## src/rtl/checkout_tally.sv

```systemverilog
// Checkout accumulator: a scan looks up a fixed item price, which is added
// into a 4-digit BCD running total one digit per cycle; clear zeroes everything.
`timescale 1ns/1ps
module checkout_tally #(
  parameter int CNT_MAX = 15
) (
  input  logic        clk,
  input  logic        rst_n,
  input  logic [2:0]  upc,
  input  logic        scan,
  input  logic        clear,
  output logic [15:0] total_bcd,
  output logic [3:0]  count,
  output logic        busy,
  output logic        ovf,
  output logic        bad
);

  typedef enum logic [1:0] {IDLE, ADD, COMMIT} state_t;

  state_t      state_q;
  logic [2:0]  scan_sync_q, clear_sync_q;
  logic [15:0] total_q, work_q, addend_q;
  logic [3:0]  count_q;
  logic [1:0]  idx_q;
  logic        carry_q, busy_q, ovf_q, bad_q;

  logic        scan_p, clear_p;
  logic [15:0] price_d;
  logic        price_ok_d;
  logic [3:0]  dig_lsb;
  logic [4:0]  sum_d;
  logic [3:0]  digit_d;
  logic        carry_d;

  // Two flops for metastability, the third keeps last level for edge detect.
  always_ff @(posedge clk or negedge rst_n) begin
    if (!rst_n) begin
      scan_sync_q  <= 3'b000;
      clear_sync_q <= 3'b000;
    end else begin
      scan_sync_q  <= {scan_sync_q[1:0], scan};
      clear_sync_q <= {clear_sync_q[1:0], clear};
    end
  end

  assign scan_p  = scan_sync_q[1] & ~scan_sync_q[2];
  assign clear_p = clear_sync_q[1] & ~clear_sync_q[2];

  always_comb begin
    price_d    = 16'h0000;
    price_ok_d = 1'b1;
    case (upc)
      3'b000:  price_d = 16'h0125;
      3'b001:  price_d = 16'h0099;
      3'b010:  price_d = 16'h0450;
      3'b011:  price_d = 16'h1200;
      3'b100:  price_d = 16'h0005;
      3'b101:  price_d = 16'h2500;
      default: price_ok_d = 1'b0;
    endcase
  end

  assign dig_lsb = {idx_q, 2'b00};

  // Adding 6 mod 16 to a sum in 10..19 yields sum - 10.
  always_comb begin
    sum_d   = {1'b0, work_q[dig_lsb +: 4]} + {1'b0, addend_q[dig_lsb +: 4]} + {4'b0000, carry_q};
    digit_d = sum_d[3:0];
    carry_d = 1'b0;
    if (sum_d > 5'd9) begin
      digit_d = sum_d[3:0] + 4'd6;
      carry_d = 1'b1;
    end
  end

  always_ff @(posedge clk or negedge rst_n) begin
    if (!rst_n) begin
      state_q  <= IDLE;
      total_q  <= 16'h0000;
      work_q   <= 16'h0000;
      addend_q <= 16'h0000;
      count_q  <= 4'd0;
      idx_q    <= 2'd0;
      carry_q  <= 1'b0;
      busy_q   <= 1'b0;
      ovf_q    <= 1'b0;
      bad_q    <= 1'b0;
    end else if (clear_p) begin
      state_q <= IDLE;
      total_q <= 16'h0000;
      count_q <= 4'd0;
      idx_q   <= 2'd0;
      carry_q <= 1'b0;
      busy_q  <= 1'b0;
      ovf_q   <= 1'b0;
      bad_q   <= 1'b0;
    end else begin
      case (state_q)
        IDLE: begin
          if (scan_p) begin
            if (price_ok_d) begin
              addend_q <= price_d;
              work_q   <= total_q;
              carry_q  <= 1'b0;
              idx_q    <= 2'd0;
              bad_q    <= 1'b0;
              busy_q   <= 1'b1;
              state_q  <= ADD;
            end else begin
              bad_q <= 1'b1;
            end
          end
        end
        ADD: begin
          work_q[dig_lsb +: 4] <= digit_d;
          carry_q              <= carry_d;
          idx_q                <= idx_q + 2'd1;
          if (idx_q == 2'd3) state_q <= COMMIT;
        end
        COMMIT: begin
          if (carry_q) begin
            total_q <= 16'h9999;
            ovf_q   <= 1'b1;
          end else begin
            total_q <= work_q;
          end
          if (int'(count_q) < CNT_MAX) count_q <= count_q + 4'd1;
          busy_q  <= 1'b0;
          state_q <= IDLE;
        end
        default: begin
          state_q <= IDLE;
          busy_q  <= 1'b0;
        end
      endcase
    end
  end

  assign total_bcd = total_q;
  assign count     = count_q;
  assign busy      = busy_q;
  assign ovf       = ovf_q;
  assign bad       = bad_q;

endmodule

```

## config.mk

```make
export PLATFORM = sky130hd
export DESIGN_NAME = checkout_tally
export DESIGN_NICKNAME = d
export VERILOG_FILES = /design/src/rtl/checkout_tally.sv
export SDC_FILE = /design/constraint.sdc
export NUM_CORES = 1
export LEC_CHECK = 0
export CAP_MARGIN = 30
export CORE_MARGIN = 2
export CORE_UTILIZATION = 38
export CTS_CLUSTER_SIZE = 10
export DETAILED_ROUTE_END_ITERATION = 16
export HOLD_SLACK_MARGIN = 0.02
export PLACE_DENSITY_LB_ADDON = 0.25
export REMOVE_ABC_BUFFERS = 1
export SLEW_MARGIN = 15
export SYNTH_ARGS = -nofsm -noshare
export SYNTH_HDL_FRONTEND = slang
export SYNTH_SLANG_ARGS = --single-unit
```

## constraint.sdc

```tcl
create_clock -name clk -period 7 [get_ports clk]
set_input_delay 1.4 -clock clk [delete_from_list [all_inputs] [get_ports clk]]
set_output_delay 1.4 -clock clk [all_outputs]
set_load 0.05 [all_outputs]
```

# ---- Word level (Yosys, flattened, before mapping)
# Cells that the tools add are included.
dict set report word_totals {
  reg_bits 66
  inputBits 7
  wordCells 99
  out_inout_bits 23
}
dict set report op_classes {
  n_addsub 6
  n_reduce_logical 18
  eq_ne 14
  shifts 4
  order_cmp 2
  bitwise_logic 5
  n_mux 38
}
# operator count
set op_table {}
lappend op_table {{$pmux W14 S6} 1}
lappend op_table {{$mux W16} 5}
lappend op_table {{$pmux W16 S2} 1}
lappend op_table {{$shiftx A16 B5 Y4} 2}
lappend op_table {{$bwmux W16} 1}
lappend op_table {{$mux W4} 4}
lappend op_table {{$shift A4 B6 Y16 const A} 1}
lappend op_table {{$shiftx A4 B6 Y16} 1}
lappend op_table {{$mux W1} 15}
lappend op_table {{$mux W2} 7}
lappend op_table {{$reduce_bool A2 Y1} 6}
lappend op_table {{$ne A3 B3 Y1 const B} 3}
lappend op_table {{$reduce_and A3 Y1} 3}
lappend op_table {{$pmux W2 S2} 2}
lappend op_table {{$reduce_and A4 Y1} 2}
lappend op_table {{$eq A3 B2 Y1 const B} 2}
lappend op_table {{$eq A3 B3 Y1 const B} 2}
lappend op_table {{$ne A2 B2 Y1 const B} 3}
lappend op_table {{$neg A4 Y6} 1}
lappend op_table {{$reduce_and A2 Y1} 3}
lappend op_table {{$reduce_or A6 Y1} 1}
lappend op_table {{$add A4 B4 Y5} 1}
lappend op_table {{$add A5 B1 Y5} 1}
lappend op_table {{$gt A5 B4 Y1 const B} 1}
lappend op_table {{13 further kinds} 18}

# ---- Depth between registers and ports, before layout
dict set report depth {
  ltp_word 8
  depth_mapped 13
  depth_no_buf 12
}

# ---- Worst setup path after synthesis
# Ideal clock, no wire load.
dict set report synth_timing {
  path_kind {register -> register}
  start {register idx_q[0]}
  end {register work_q[15]}
  setup_slack_ps 3438
  setup_time_ps 136
  required_ps 6864
  path_stages_with_launch 13
  t_arrival_ps 3426
  period_less_slack_ps 3562
  n_path_buf 1
  path_cell_list {dfrtp_1 -> buf_2 -> mux4_2 -> fa_1 -> fa_1 -> xnor2_1 -> ha_1 -> nor2b_1 -> a31o_2 -> a2111oi_2 -> a21oi_1 -> a22oi_1 -> a21oi_1}
}
dict set report synth_between {
  elab_chain_cells 8
  word_cells_on_any_way 12
  classes_between {4 x add/sub; 1 x order compare; 4 x shift; 3 x mux}
}
# element line
set synth_rtl {}
lappend synth_rtl {{start, declared} 25} ;# logic [1:0] idx_q;
lappend synth_rtl {{start signal, assigned} 118} ;# idx_q <= idx_q + 2'd1;
lappend synth_rtl {{$shiftx A16 B5 Y4} 68} ;# sum_d = {1'b0, work_q[dig_lsb +: 4]} + {1'b0, addend_q[dig_lsb +: 4]} + {4'b0000, carry_q};
lappend synth_rtl {{$add A4 B4 Y5} 68}
lappend synth_rtl {{$add A5 B1 Y5} 68}
lappend synth_rtl {{$add A4 B3 Y4 / $gt A5 B4 Y1 (equally long branches)} {72, 71}}
lappend synth_rtl {{$mux W4} 71} ;# if (sum_d > 5'd9) begin
lappend synth_rtl {{$shiftx A4 B6 Y16} 116} ;# work_q[dig_lsb +: 4] <= digit_d;
lappend synth_rtl {{$bwmux W16 (*)} 116}
lappend synth_rtl {{$pmux W16 S2 (*)} 99} ;# case (state_q)
lappend synth_rtl {{end signal, assigned} 104} ;# work_q <= total_q;
lappend synth_rtl {{end signal, assigned by index} 116}
lappend synth_rtl {{end, declared} 23} ;# logic [15:0] total_q, work_q, addend_q;
# Mark *: on every way between the ends. The rest lies on a longest branch, timed or not.
# A chain may end at the register's enable or synchronous reset.

# ---- Worst setup path in the final report
dict set report layout_timing {
  start {register idx_q[0]}
  end {register work_q[13]}
}
# Same word-level chain as after synthesis.

==> summary.txt <==
Outcome
  • Status: complete, no violations

Global routing
  • Total grt overflow: 0
  • Vias in the first global route: 2382
  • Pin count of the biggest net entering global routing: 61
  • GRT Max-Usage Layer: met2
  • M2 GR Usage: 26.57%
  • Gr usage total: 18.04%
  • First-pass GRT wire length: 12430 µm
  • Initial antenna violation count: 0
  • Met3 Usage GRT: 3.953%
  • Met1 usage: 25.77%

Power
  • Cell internal pwr: 0.9458 mW
  • Leak: 1.551 nW
  • Final Power: 1.593 mW
  • Power per standard cell area: 418.0 nW/µm²
  • Clock share of power: 24.6%
  • Seq pwr share: 32.4%
  • Sw Share: 40.63%
  • Peak supply drop: 0.1800 mV
  • Sw power: 0.6472 mW
  • Comb power frac: 43.0%

Timing
  • Tcrit/Tclk final: 56.64%
  • Worst Hold Slack: 0.3501 ns
  • Setup WS post-layout: 3.035 ns
  • Final hold viol count: 0
  • RSZ-0062 raised after global routing: no
  • Slew @ Worst Pin: 0.9132 ns
  • Clock Skew: 0.007174 ns
  • Fmax: 252.2 MHz
  • Min Clock Period, post-route: 3.965 ns
  • Fin Setup TNS: 0 ns
  • Rel. slew slack: 39.12%
  • Final setup fails: 0
  • Final max-slew violation count: 0

Clock tree
  • Post-cts resize count: 0
  • Clock Sinks: 60
  • Clk Latency, worst-skew pair: 0.35 ns
  • H-tree level count: 3
  • CTS Buffer Depth: 2
  • Hold-fix buffers, CTS: 0
  • Post-CTS setup buffer count: 0
  • TritonCTS Buffers: 9
  • Clock slew at reported path FFs: 0.07 ns
  • CTS tree: built
  • Clock root buffer: clkbuf_8

Layout
  • Nets: 356
  • Commonest non-fill, non-tap cells in the layout: dfrtp_1 (60), nand2_1 (32), clkdlybuf4s50_1 (28), nor2_1 (27), a21oi_1 (27)
  • Fillcell total: 779
  • Final non-filler cell total: 448
  • Most common cell after layout, fill and taps aside: dfrtp_1
  • Layout cells sized above 1: 14.87%
  • Area delta synth->final: 19.40%
  • Final Cell Area: 3811 µm²
  • Final core occ: 46.62%
  • Ant diodes: 0

Drt
  • Final WL: 7533 µm
  • DRC: 0
  • Routed WL per cell: 16.81 µm
  • Routed Antenna Nets: 0
  • First DRT Iteration DRCs: 158
  • 1st-pass router iterations: 4
  • DR vias: 2444
  • Vias per std cell: 5.455

Min path
  • Hold Path Sink: clear_sync_q[1]$_DFF_PN0_
  • Hold WC Path Type: flop to flop
  • Hold Crit Start: clear_sync_q[0]$_DFF_PN0_
  • Hold-critical path depth: 0

Worst setup path
  • Worst-case reg-to-reg path depth: 11
  • Cell Chain, Critical Path: mux4_2, fa_1, fa_1, xnor2_1, ha_1, nor2b_1, a31o_2, nor3_2, o21a_1, or3b_1, a31oi_1
  • Nature of the critical path startpoint: flop
  • Crit path max-delay family: adder cells
  • CP max-delay cell: dfrtp_1
  • Crit path buf inv count: 0
  • Critical Path RT: 7.27 ns
  • Most used cell, CP: fa_1
  • CP arrival: 4.23 ns
  • Kind of critical path: flop to flop
  • Reg2Reg Launch Point: idx_q[0]$_DFFE_PN0P_
  • Crit path capture type: flop
  • Reg2reg end: work_q[13]$_DFFE_PN0P_
  • Flop-to-flop setup slack: 3.04 ns
  • Peak fanout along the critical path: 14
  • Worst path max stage delay: 0.72 ns

Yosys
  • Multiplexer area fraction after synthesis: 5.174%
  • Sequential share of the synthesized area: 47.04%
  • Synth top area share: 47.04%
  • Xor and xnor area share after synthesis: 1.098%
  • Synth Instances: 313
  • Mapped Avg Cell Area: 10.20 µm²
  • Synth warn: 0
  • FF+latch count, synth: 60
  • Synth Area in Adders: 4.782%
  • Yosys cell types: 50
  • Synth top area cells: dfrtp_1 (47%), a21oi_1 (4.2%), nand2_1 (3.8%), ha_1 (3.5%), mux4_2 (3.5%)
  • Area leader, netlist: dfrtp_1
  • Area share of and/or/nand/nor cells after synthesis: 22.27%
  • Main combinational cell family by area after synthesis: simple AND/OR/NAND/NOR gates
  • Mapped Area: 3192 µm²
  • Synth Area in Compound Gates: 15.95%

Floorplan
  • Rows: 33
  • Area of the core: 8175 µm²
  • Initial Util: 39.04%
  • Ports: 30
  • Die height: 95.65 µm
  • Die ar.: 9149 µm²
  • Die width: 95.65 µm

Place
  • Post-DP Area: 3561 µm²
  • RD Place Congestion: 0.8235
  • DP Worst Slack: 3.091 ns
  • Port bufs: 29
  • Post-DP HPWL: 4948 µm
  • Dpl cells: 432

Flow run
  • Max Cap Viol: 0
-- cell usage after synthesis, drive strengths merged --
cell type  number
or3             1
a22oi           8
a21o            2
nor3b           2
nor4            2
a21oi          32
clkbuf         14
or2             2
nand3           7
nor4b           2
a31oi           6
mux2            2
xnor2           3
and2b           1
xor2            1
nand2          33
ha              9
a31o            1
inv             8
o21ai          10
o31ai           4
a2111oi         1
dfrtp          60
nor2           27
o211ai          4
or3b            5
nor3           22
nor2b           6
and3            2
o21a            2
a311oi          1
o41ai           2
fa              2
nand3b          9
buf             6
mux4            5
mux2i           3
nand2b          6
-- worst register-to-register path, cell delays in order, from the launching register on --
cell     delay [ns]
dfrtp_1        0.72
mux4_2         0.60
fa_1           0.44
fa_1           0.41
xnor2_1        0.27
ha_1           0.26
nor2b_1        0.17
a31o_2         0.17
nor3_2         0.06
o21a_1         0.22
or3b_1         0.39
a31oi_1        0.18
-- registers in the layout (all words and copies together) (netlist names) --
register / count
total_bcd: 16
work_q: 16
addend_q: 10
count: 4
clear_sync_q: 3
scan_sync_q: 3
idx_q: 2
state_q: 2
bad: 1
busy: 1
carry_q: 1
ovf: 1
-- layer usage --
layer / part of all wire (%) / up-vias / routed length, µm
li1: - / 1166 / -
met1: 49 / 1232 / 3665
met2: 47 / 36 / 3531
met3: 2.6 / 10 / 198
met4: 1.8 / 0 / 138
met5: 0 / - / 0
-- worst max-delay path by stage --
stage | cells after the start | endpoint | startpoint | slack (ns)
5_1_grt | 11 | work_q[7]$_DFFE_PN0P_ | idx_q[0]$_DFFE_PN0P_ | 2.76
3_5_place_dp | 11 | work_q[15]$_DFFE_PN0P_ | idx_q[0]$_DFFE_PN0P_ | 3.09
2_1_floorplan | 11 | work_q[15]$_DFFE_PN0P_ | idx_q[0]$_DFFE_PN0P_ | 3.41
3_3_place_gp | 11 | work_q[15]$_DFFE_PN0P_ | idx_q[0]$_DFFE_PN0P_ | 3.19
4_1_cts | 11 | work_q[13]$_DFFE_PN0P_ | idx_q[0]$_DFFE_PN0P_ | 3.06
6_report | 11 | work_q[13]$_DFFE_PN0P_ | idx_q[0]$_DFFE_PN0P_ | 3.04
-- logic make-up after synthesis --
kind of cell             count (synthesis)
AND/OR/NAND/NOR                        127
AO/OA/AOI/OAI                           73
flip-flops                              60
buffers and inverters                   28
adder cells (fa/ha/maj)                 11
multiplexers                            10
XOR/XNOR                                 4
-- power groups by stage --
stage               sequential [mW]  clock [mW]  combinational, mW
floorplan                     0.515           0              0.484
global route                  0.527       0.414              0.753
CTS                           0.516       0.399              0.678
global placement              0.520           0              0.648
detailed placement            0.522           0              0.673
finish                        0.516       0.392              0.684
-- layout make-up --
class                      instances  area, µm²  share of cell area [%]
multi-input combinational        225       1575                   41.33
sequential                        60       1501                   39.40
timing repair buffer              34      322.8                   8.470
clock buffer                      12      155.1                   4.071
tap                              105      131.4                   3.447
clock inverter                     4      95.09                   2.495
inverter                           8      30.03                  0.7879
No activity file was read; power rests on OpenSTA's default activity.
